--- src/rtl/i2c_slave_receiver.sv ---
// Write-only I2C responder: ACKs SLAVE_ADDRESS, latches a register pointer, then
// strobes each following data byte out with an auto-incrementing pointer.
module i2c_slave_receiver #(
    parameter logic [6:0] SLAVE_ADDRESS = 7'h50,
    parameter int         SYNC_STAGES   = 2
) (
    input  logic       clock,
    input  logic       reset,
    input  logic       scl_in,
    input  logic       sda_in,
    output logic       sda_oe,
    output logic [7:0] wr_reg,
    output logic [7:0] wr_data,
    output logic       wr_valid,
    output logic       i2c_busy,
    output logic [7:0] i2c_status
);

    typedef enum logic [2:0] {
        IDLE, ADDR, ADDR_ACK, REG, REG_ACK, DATA, DATA_ACK, IGNORE
    } state_t;

    state_t                 state, state_n;
    logic [SYNC_STAGES-1:0] scl_sync, sda_sync;
    logic                   scl_s, sda_s, scl_d, sda_d;
    logic                   scl_rise, scl_fall, start_det, stop_det;
    logic [2:0]             bit_cnt;
    logic [6:0]             shift;
    logic [7:0]             rx_byte, ptr;
    logic                   byte_done, addr_match, ack_on;
    logic [5:0]             status;

    // Flops reset to 1 so an idle bus never looks like a START on exit from reset.
    always_ff @(posedge clock or negedge reset) begin
        if (!reset) begin
            scl_sync <= '1;
            sda_sync <= '1;
            scl_d    <= 1'b1;
            sda_d    <= 1'b1;
        end else begin
            scl_sync <= {scl_sync[SYNC_STAGES-2:0], scl_in};
            sda_sync <= {sda_sync[SYNC_STAGES-2:0], sda_in};
            scl_d    <= scl_s;
            sda_d    <= sda_s;
        end
    end

    assign scl_s     = scl_sync[SYNC_STAGES-1];
    assign sda_s     = sda_sync[SYNC_STAGES-1];
    assign scl_rise  = scl_s & ~scl_d;
    assign scl_fall  = ~scl_s & scl_d;
    assign start_det = scl_s & scl_d & sda_d & ~sda_s;
    assign stop_det  = scl_s & scl_d & ~sda_d & sda_s;

    assign rx_byte    = {shift, sda_s};
    assign byte_done  = scl_rise && (bit_cnt == 3'd7);
    assign addr_match = (rx_byte[7:1] == SLAVE_ADDRESS) && !rx_byte[0];

    always_ff @(posedge clock or negedge reset) begin
        if (!reset) state <= IDLE;
        else        state <= state_n;
    end

    always_comb begin
        state_n = state;
        case (state)
            ADDR:     if (byte_done) state_n = addr_match ? ADDR_ACK : IGNORE;
            ADDR_ACK: if (scl_fall && ack_on) state_n = REG;
            REG:      if (byte_done) state_n = REG_ACK;
            REG_ACK:  if (scl_fall && ack_on) state_n = DATA;
            DATA:     if (byte_done) state_n = DATA_ACK;
            DATA_ACK: if (scl_fall && ack_on) state_n = DATA;
            default:  state_n = state;
        endcase
        if (start_det) state_n = ADDR;
        if (stop_det)  state_n = IDLE;
    end

    // ack_on toggles on the two SCL falls bracketing the 9th clock, so SDA only
    // moves while SCL is low.
    always_ff @(posedge clock or negedge reset) begin
        if (!reset) begin
            bit_cnt  <= 3'd0;
            shift    <= 7'd0;
            ptr      <= 8'd0;
            ack_on   <= 1'b0;
            wr_reg   <= 8'd0;
            wr_data  <= 8'd0;
            wr_valid <= 1'b0;
            i2c_busy <= 1'b0;
            status   <= 6'd0;
        end else begin
            wr_valid <= 1'b0;
            if (start_det) begin
                bit_cnt  <= 3'd0;
                ack_on   <= 1'b0;
                i2c_busy <= 1'b1;
                status   <= {i2c_busy, 5'd0};
            end else if (stop_det) begin
                bit_cnt   <= 3'd0;
                ack_on    <= 1'b0;
                i2c_busy  <= 1'b0;
                status[4] <= 1'b1;
            end else begin
                if (scl_rise && (state == ADDR || state == REG || state == DATA)) begin
                    shift   <= rx_byte[6:0];
                    bit_cnt <= bit_cnt + 3'd1;
                end
                if (byte_done) begin
                    case (state)
                        ADDR: begin
                            status[1] <= status[1] | addr_match;
                            status[0] <= status[0] | ~addr_match;
                        end
                        REG: begin
                            ptr       <= rx_byte;
                            status[2] <= 1'b1;
                        end
                        DATA: begin
                            wr_data   <= rx_byte;
                            wr_reg    <= ptr;
                            wr_valid  <= 1'b1;
                            ptr       <= ptr + 8'd1;
                            status[3] <= 1'b1;
                        end
                        default: ;
                    endcase
                end
                if (scl_fall && (state == ADDR_ACK || state == REG_ACK || state == DATA_ACK))
                    ack_on <= ~ack_on;
            end
        end
    end

    assign sda_oe     = ack_on;
    assign i2c_status = {2'b00, status};

endmodule

--- config.mk ---
export PLATFORM = sky130hd
export DESIGN_NAME = i2c_slave_receiver
export DESIGN_NICKNAME = d
export VERILOG_FILES = /design/src/rtl/i2c_slave_receiver.sv
export SDC_FILE = /design/constraint.sdc
export NUM_CORES = 1
export LEC_CHECK = 0
export ABC_AREA = 1
export ABC_CLOCK_PERIOD_IN_PS = 3520
export BUFFER_PORTS_ARGS = -buffer_cell sky130_fd_sc_hd__buf_2
export CAP_MARGIN = 30
export CORE_AREA = 2 2 73 75
export DETAILED_ROUTE_END_ITERATION = 8
export DIE_AREA = 0 0 75 77
export PLACE_DENSITY = 0.8
export REMOVE_ABC_BUFFERS = 1
export SLEW_MARGIN = 10
export SYNTH_ARGS = -nofsm -noshare
export SYNTH_HDL_FRONTEND = slang
export SYNTH_SLANG_ARGS = --single-unit
--- constraint.sdc ---
create_clock -name clock -period 3.52 [get_ports clock]
set_input_delay 0.704 -clock clock [delete_from_list [all_inputs] [get_ports clock]]
set_output_delay 0.704 -clock clock [all_outputs]
set_load 0.005 [all_outputs]
[Word-level counts from Yosys, hierarchy flattened]
Cells that the tools add are included.
Operators by class
  reductions and logical operators: 27
  multiplexer cells: 29
  add/sub/neg operators: 2
  bitwise operators: 17
  equality and inequality tests: 14
Operators with widths (count)
  two-way mux 3 bit: 11
  inequality test 4 bit (second input constant): 4
  one-hot mux 8 bit (2 select lines): 1
  one-hot mux 3 bit (5 select lines): 1
  == test 3 bit (second input constant): 4
  two-way mux 1 bit: 12
  AND reduction 3 bit: 4
  nonzero test 2 bit: 6
  adder 8 x 1 -> 8 bit (second input constant): 1
  two-way mux 4 bit: 2
  NOT 1 bit: 8
  AND reduction 4 bit: 2
  bitwise AND 1 bit: 7
  == test 7 bit (second input constant): 1
  nonzero test 7 bit: 1
  == test 3 x 2 -> 1 bit (second input constant): 2
  AND reduction 6 bit: 1
  nonzero test 3 bit: 2
  logical AND 1 bit: 5
  two-way mux 5 bit: 1
  logical OR 1 bit: 4
  inequality test 4 x 1 -> 1 bit (second input constant): 1
  adder 3 x 1 -> 3 bit (second input constant): 1
  == test 3 x 1 -> 1 bit (second input constant): 1
  5 further kinds: 6
Word-level totals
  bits in registers: 52
  word-level logic and storage cells: 107
  bits of input ports: 4

[Longest topological paths before layout]
  word-level depth: 8
  depth in mapped cells: 9

[Least setup slack after synthesis]
No wires, ideal clock.
  path kind: register to register
  start: register scl_sync[1]
  end: register wr_data[0]
  arrival time: 1342 ps
  setup time: 121 ps
  clock period less this slack: 1463 ps
  slack: 2057 ps
  stages on the path, launching flop included: 9
  cells stage by stage: dfstp_2 inv_2 nor2_2 nand2_4 nor2_8 inv_6 buf_8 nand2_2 o21ai_2
On the way
  longest elaborated chain between the ends: 5
  elaborated cells between the ends (all ways): 10
RTL lines
  start, declared: line 24  | logic [SYNC_STAGES-1:0] scl_sync, sda_sync;
  start signal, assigned: line 41  | scl_sync <= {scl_sync[SYNC_STAGES-2:0], scl_in};
  bitwise AND 1 bit: line 52, 53
  bitwise AND 1 bit, on equally long branches (2 in a row): line 53, 52
  NOT 1 bit (no line)
  AND reduction 4 bit (no line) (*)
  end signal, assigned: line 120  | wr_data <= rx_byte;
  end, declared: line 13  | output logic [7:0] wr_data,
Every way passes the cells marked *; elsewhere a longest branch is shown, timed or not.
A chain may end at the register's enable or synchronous reset.

[Final worst setup path]
  start: register sda_sync[1]
  end: register state[0]
On the way
  longest elaborated chain between the ends: 7
  elaborated cells between the ends (all ways): 17
RTL lines
  start, declared: line 24
  start signal, assigned: line 42  | sda_sync <= {sda_sync[SYNC_STAGES-2:0], sda_in};
  logical NOT 1 bit: line 57  | assign addr_match = (rx_byte[7:1] == SLAVE_ADDRESS) && !rx_byte[0];
  logical AND 1 bit: line 57
  two-way mux 3 bit (2 in a row): line 67  | ADDR: if (byte_done) state_n = addr_match ? ADDR_ACK : IGNORE;
  one-hot mux 3 bit (5 select lines): line 66  | case (state)
  two-way mux 3 bit: line 75  | if (start_det) state_n = ADDR;
  two-way mux 3 bit: line 76  | if (stop_det) state_n = IDLE;
  end signal, assigned: line 61  | else state <= state_n;
  end, declared: line 23  | state_t state, state_n;
Parallel ways exist; a longest one is shown, timed or not. The select of a mux whose other input is x is not followed.

==> run_results.csv <==
group,metric,value,unit
sta,finClkSkew,5.97,ps
sta,tightest_slew,560,ps
setup_path,rrSetupSlack,1920,ps
setup_path,cp-end-kind,"register",
sta,grt_setup_unrepaired,"no",
logic_synthesis,synth_ff_type,"dfrtp_1",
pwr,power_density,615,nW/µm²
logic_synthesis,synthArstFlopShare,100,%
cts,clock_path_buffers,2,
setup_path,critPathMaxFanout,9,
sta,finalSetupTns,0,ps
route,wl,4490,µm
logic_synthesis,syn_avg_cell_area,9.07,µm²
final_layout,n_antenna_cell,0,
route,vias,1821,
route,firstDrtPassIters,4,
worst_hold_path,hp-start,"sda_sync[0]$_DFF_PN1_",
floorplan,pin_count,31,
place,gp_congestion,0.856,
logic_synthesis,synthAdderAreaFrac,1.54,%
cts,post_cts_buffers,0,
run_status,status,"completed",
pwr,power_leakage,0.00145,µW
logic_synthesis,synth_mux_area_share,0,%
logic_synthesis,synth_cells,268,
final_layout,layout_common_cells,"80 x nand2_1, 46 x dfrtp_1, 28 x buf_2, 24 x inv_1, 17 x nor2_1",
grt,grt_pass1_wl,7860,µm
setup_path,crit_arrival,1860,ps
sta,hold_viol,0,
worst_hold_path,min_delay_path_depth,0,
cts,clkTransAtPathRegs,90,ps
sta,hold_slack,359,ps
cts,htreeDepth,2,
logic_synthesis,yosys.area_share.simple,25.5,%
logic_synthesis,ys_types,32,
setup_path,ff2ff_path_depth,8,
sta,setup_viol_count_final,0,
cts,root_buffer,"clkbuf_8",
floorplan,die_area,5780,µm²
route,drt_iter0_drc,130,
grt,antenna_found_initial,0,
place,hpwl,3200,µm
grt,track_usage,17.7,%
sta,drv_slew,0,
logic_synthesis,synth_top_cell_area_share,47.4,%
cts,cts_hold_buf,0,
grt,grt_pass1_vias,1753,
setup_path,r2r_start,"sda_sync[1]$_DFF_PN1_",
cts,cts_tree,"done",
sta,min_period_over_period,45.5,%
logic_synthesis,synth_edf_count,0,
floorplan,rows,26,
worst_hold_path,worstHoldPathType,"reg -> reg",
cts,cts_resized,0,
setup_path,r2r_end,"state[0]$_DFFE_PN0P_",
final_layout,fill_cells,447,
setup_path,startpoint_type,"register",
logic_synthesis,ys_top_cells_by_area,"dfrtp_1 47%, nand2_1 12%, dfstp_2 6.5%",
floorplan,die_x,75,µm
route,via_per_inst,4.92,
pwr,vdd_drop_max,249,µV
place,io_buffer_count,28,
final_layout,final_cells,370,
floorplan,start_util,48.8,%
sta,fin_crit,1600,ps
worst_hold_path,whs_endpoint,"sda_sync[1]$_DFF_PN1_",
logic_synthesis,synth_top_area_cell,"dfrtp_1",
final_layout,area_growth,13.2,%
route,antenna_left,0,
cts,clock_latency,310,ps
logic_synthesis,yosysSeqAreaShare,53.9,%
logic_synthesis,synth_top_family_by_area,"simple AND/OR/NAND/NOR gates",
grt,grt_max_degree,30,
setup_path,crit_type,"reg -> reg",
floorplan,core,4980,µm²
sta,max_slew_margin,62.7,%
floorplan,die_y,77,µm
place,dp_cells,362,
logic_synthesis,netlist_area,2430,µm²
route,drc,0,
logic_synthesis,synth-compound-area-share,11.9,%
sta,fmax,624,MHz
grt,grt-ovfl-total,0,
logic_synthesis,ys_warn_count,0,
final_layout,final_common_cell,"nand2_1",
final_layout,fin_nets,306,
cts,cts.sinks,52,
flow_run,drv_cap,0,
logic_synthesis,synth_xor_xnor_area_share,0,%
cts,numCtsBuffers,5,
route,routedWlPerCell,12.1,µm
final_layout,layout-drive-gt1-share,24.7,%
setup_path,worst_ep_required_time,3770,ps
logic_synthesis,ys_seq_elements,52,
-- power by group --
group	internal [µW]	total [µW]	switching, µW
clock network	284	479	195
registers	685	770	84.7
logic	148	443	295
-- cell usage after synthesis (4+ instances only) --
cell     number
nand3_1      15
nor2_2        4
nand2_1      80
o21ai_0       8
o21ai_2      11
o21ai_1      10
nor2_1       17
dfrtp_1      46
nand2_2       6
a21oi_1      10
inv_1        24
dfstp_2       6
-- through the flow --
step | area (µm²) | worst slack [ps] | total power [µW] | util (%)
after global routing | 2750 | 1740 | 1810 | 55.3
final | 2750 | 1920 | 1690 | 55.3
after floorplan | 2370 | 2110 | 1100 | -
after detailed placement | 2620 | 1960 | 1220 | 52.6
after global placement | 2600 | 1840 | 1200 | 52.2
after CTS | 2750 | 1940 | 1700 | 55.3
-- per-layer routing --
layer | vias up | GRT usage, % | wire length, µm
met2 | 39 | 26.5 | 2080
met3 | 6 | 4.20 | 232
li1 | 920 | - | -
met4 | 0 | 7.68 | 95
met5 | - | 0 | 0
met1 | 856 | 24.2 | 2090
-- kinds of logic (layout without fill, tap and decap cells) --
kind of cell	count (synthesis)	after routing
compound gates	45	45
fa+ha+maj	3	3
buf+inv	33	64
flops	52	52
other cells	1	2
simple gates	134	134
-- how the worst max path moves through the flow --
stage                                from                     end  slack, ps  depth (start not counted)
global route        sda_sync[1]$_DFF_PN1_    state[0]$_DFFE_PN0P_       1740                          8
finish              sda_sync[1]$_DFF_PN1_    state[0]$_DFFE_PN0P_       1920                          8
global placement                    reset    state[2]$_DFFE_PN0P_       1840                          1
CTS                 sda_sync[1]$_DFF_PN1_    state[0]$_DFFE_PN0P_       1940                          8
floorplan           scl_sync[1]$_DFF_PN1_  wr_data[3]$_DFFE_PN0P_       2110                          7
detailed placement  scl_sync[1]$_DFF_PN1_   wr_reg[5]$_DFFE_PN0P_       1960                          7
-- critical path, stage by stage, from the launching register on --
cell     delay, ps
dfstp_2        560
inv_1          100
nand4_2        180
inv_1          120
nor2_2         210
nand2_1        150
inv_1           90
nand2_1         50
nand2_1         70
-- area by class of cell --
| type | count | area, µm² | share of cell area, % |
|---|---|---|---|
| timing repair buffer | 29 | 160 | 5.82 |
| clock inverter | 2 | 60.1 | 2.18 |
| multi-input combinational | 184 | 955 | 34.7 |
| tap | 70 | 87.6 | 3.18 |
| inverter | 27 | 106 | 3.87 |
| sequential | 52 | 1310 | 47.6 |
| clock buffer | 6 | 72.6 | 2.64 |
(Power assumes the default switching activity.)
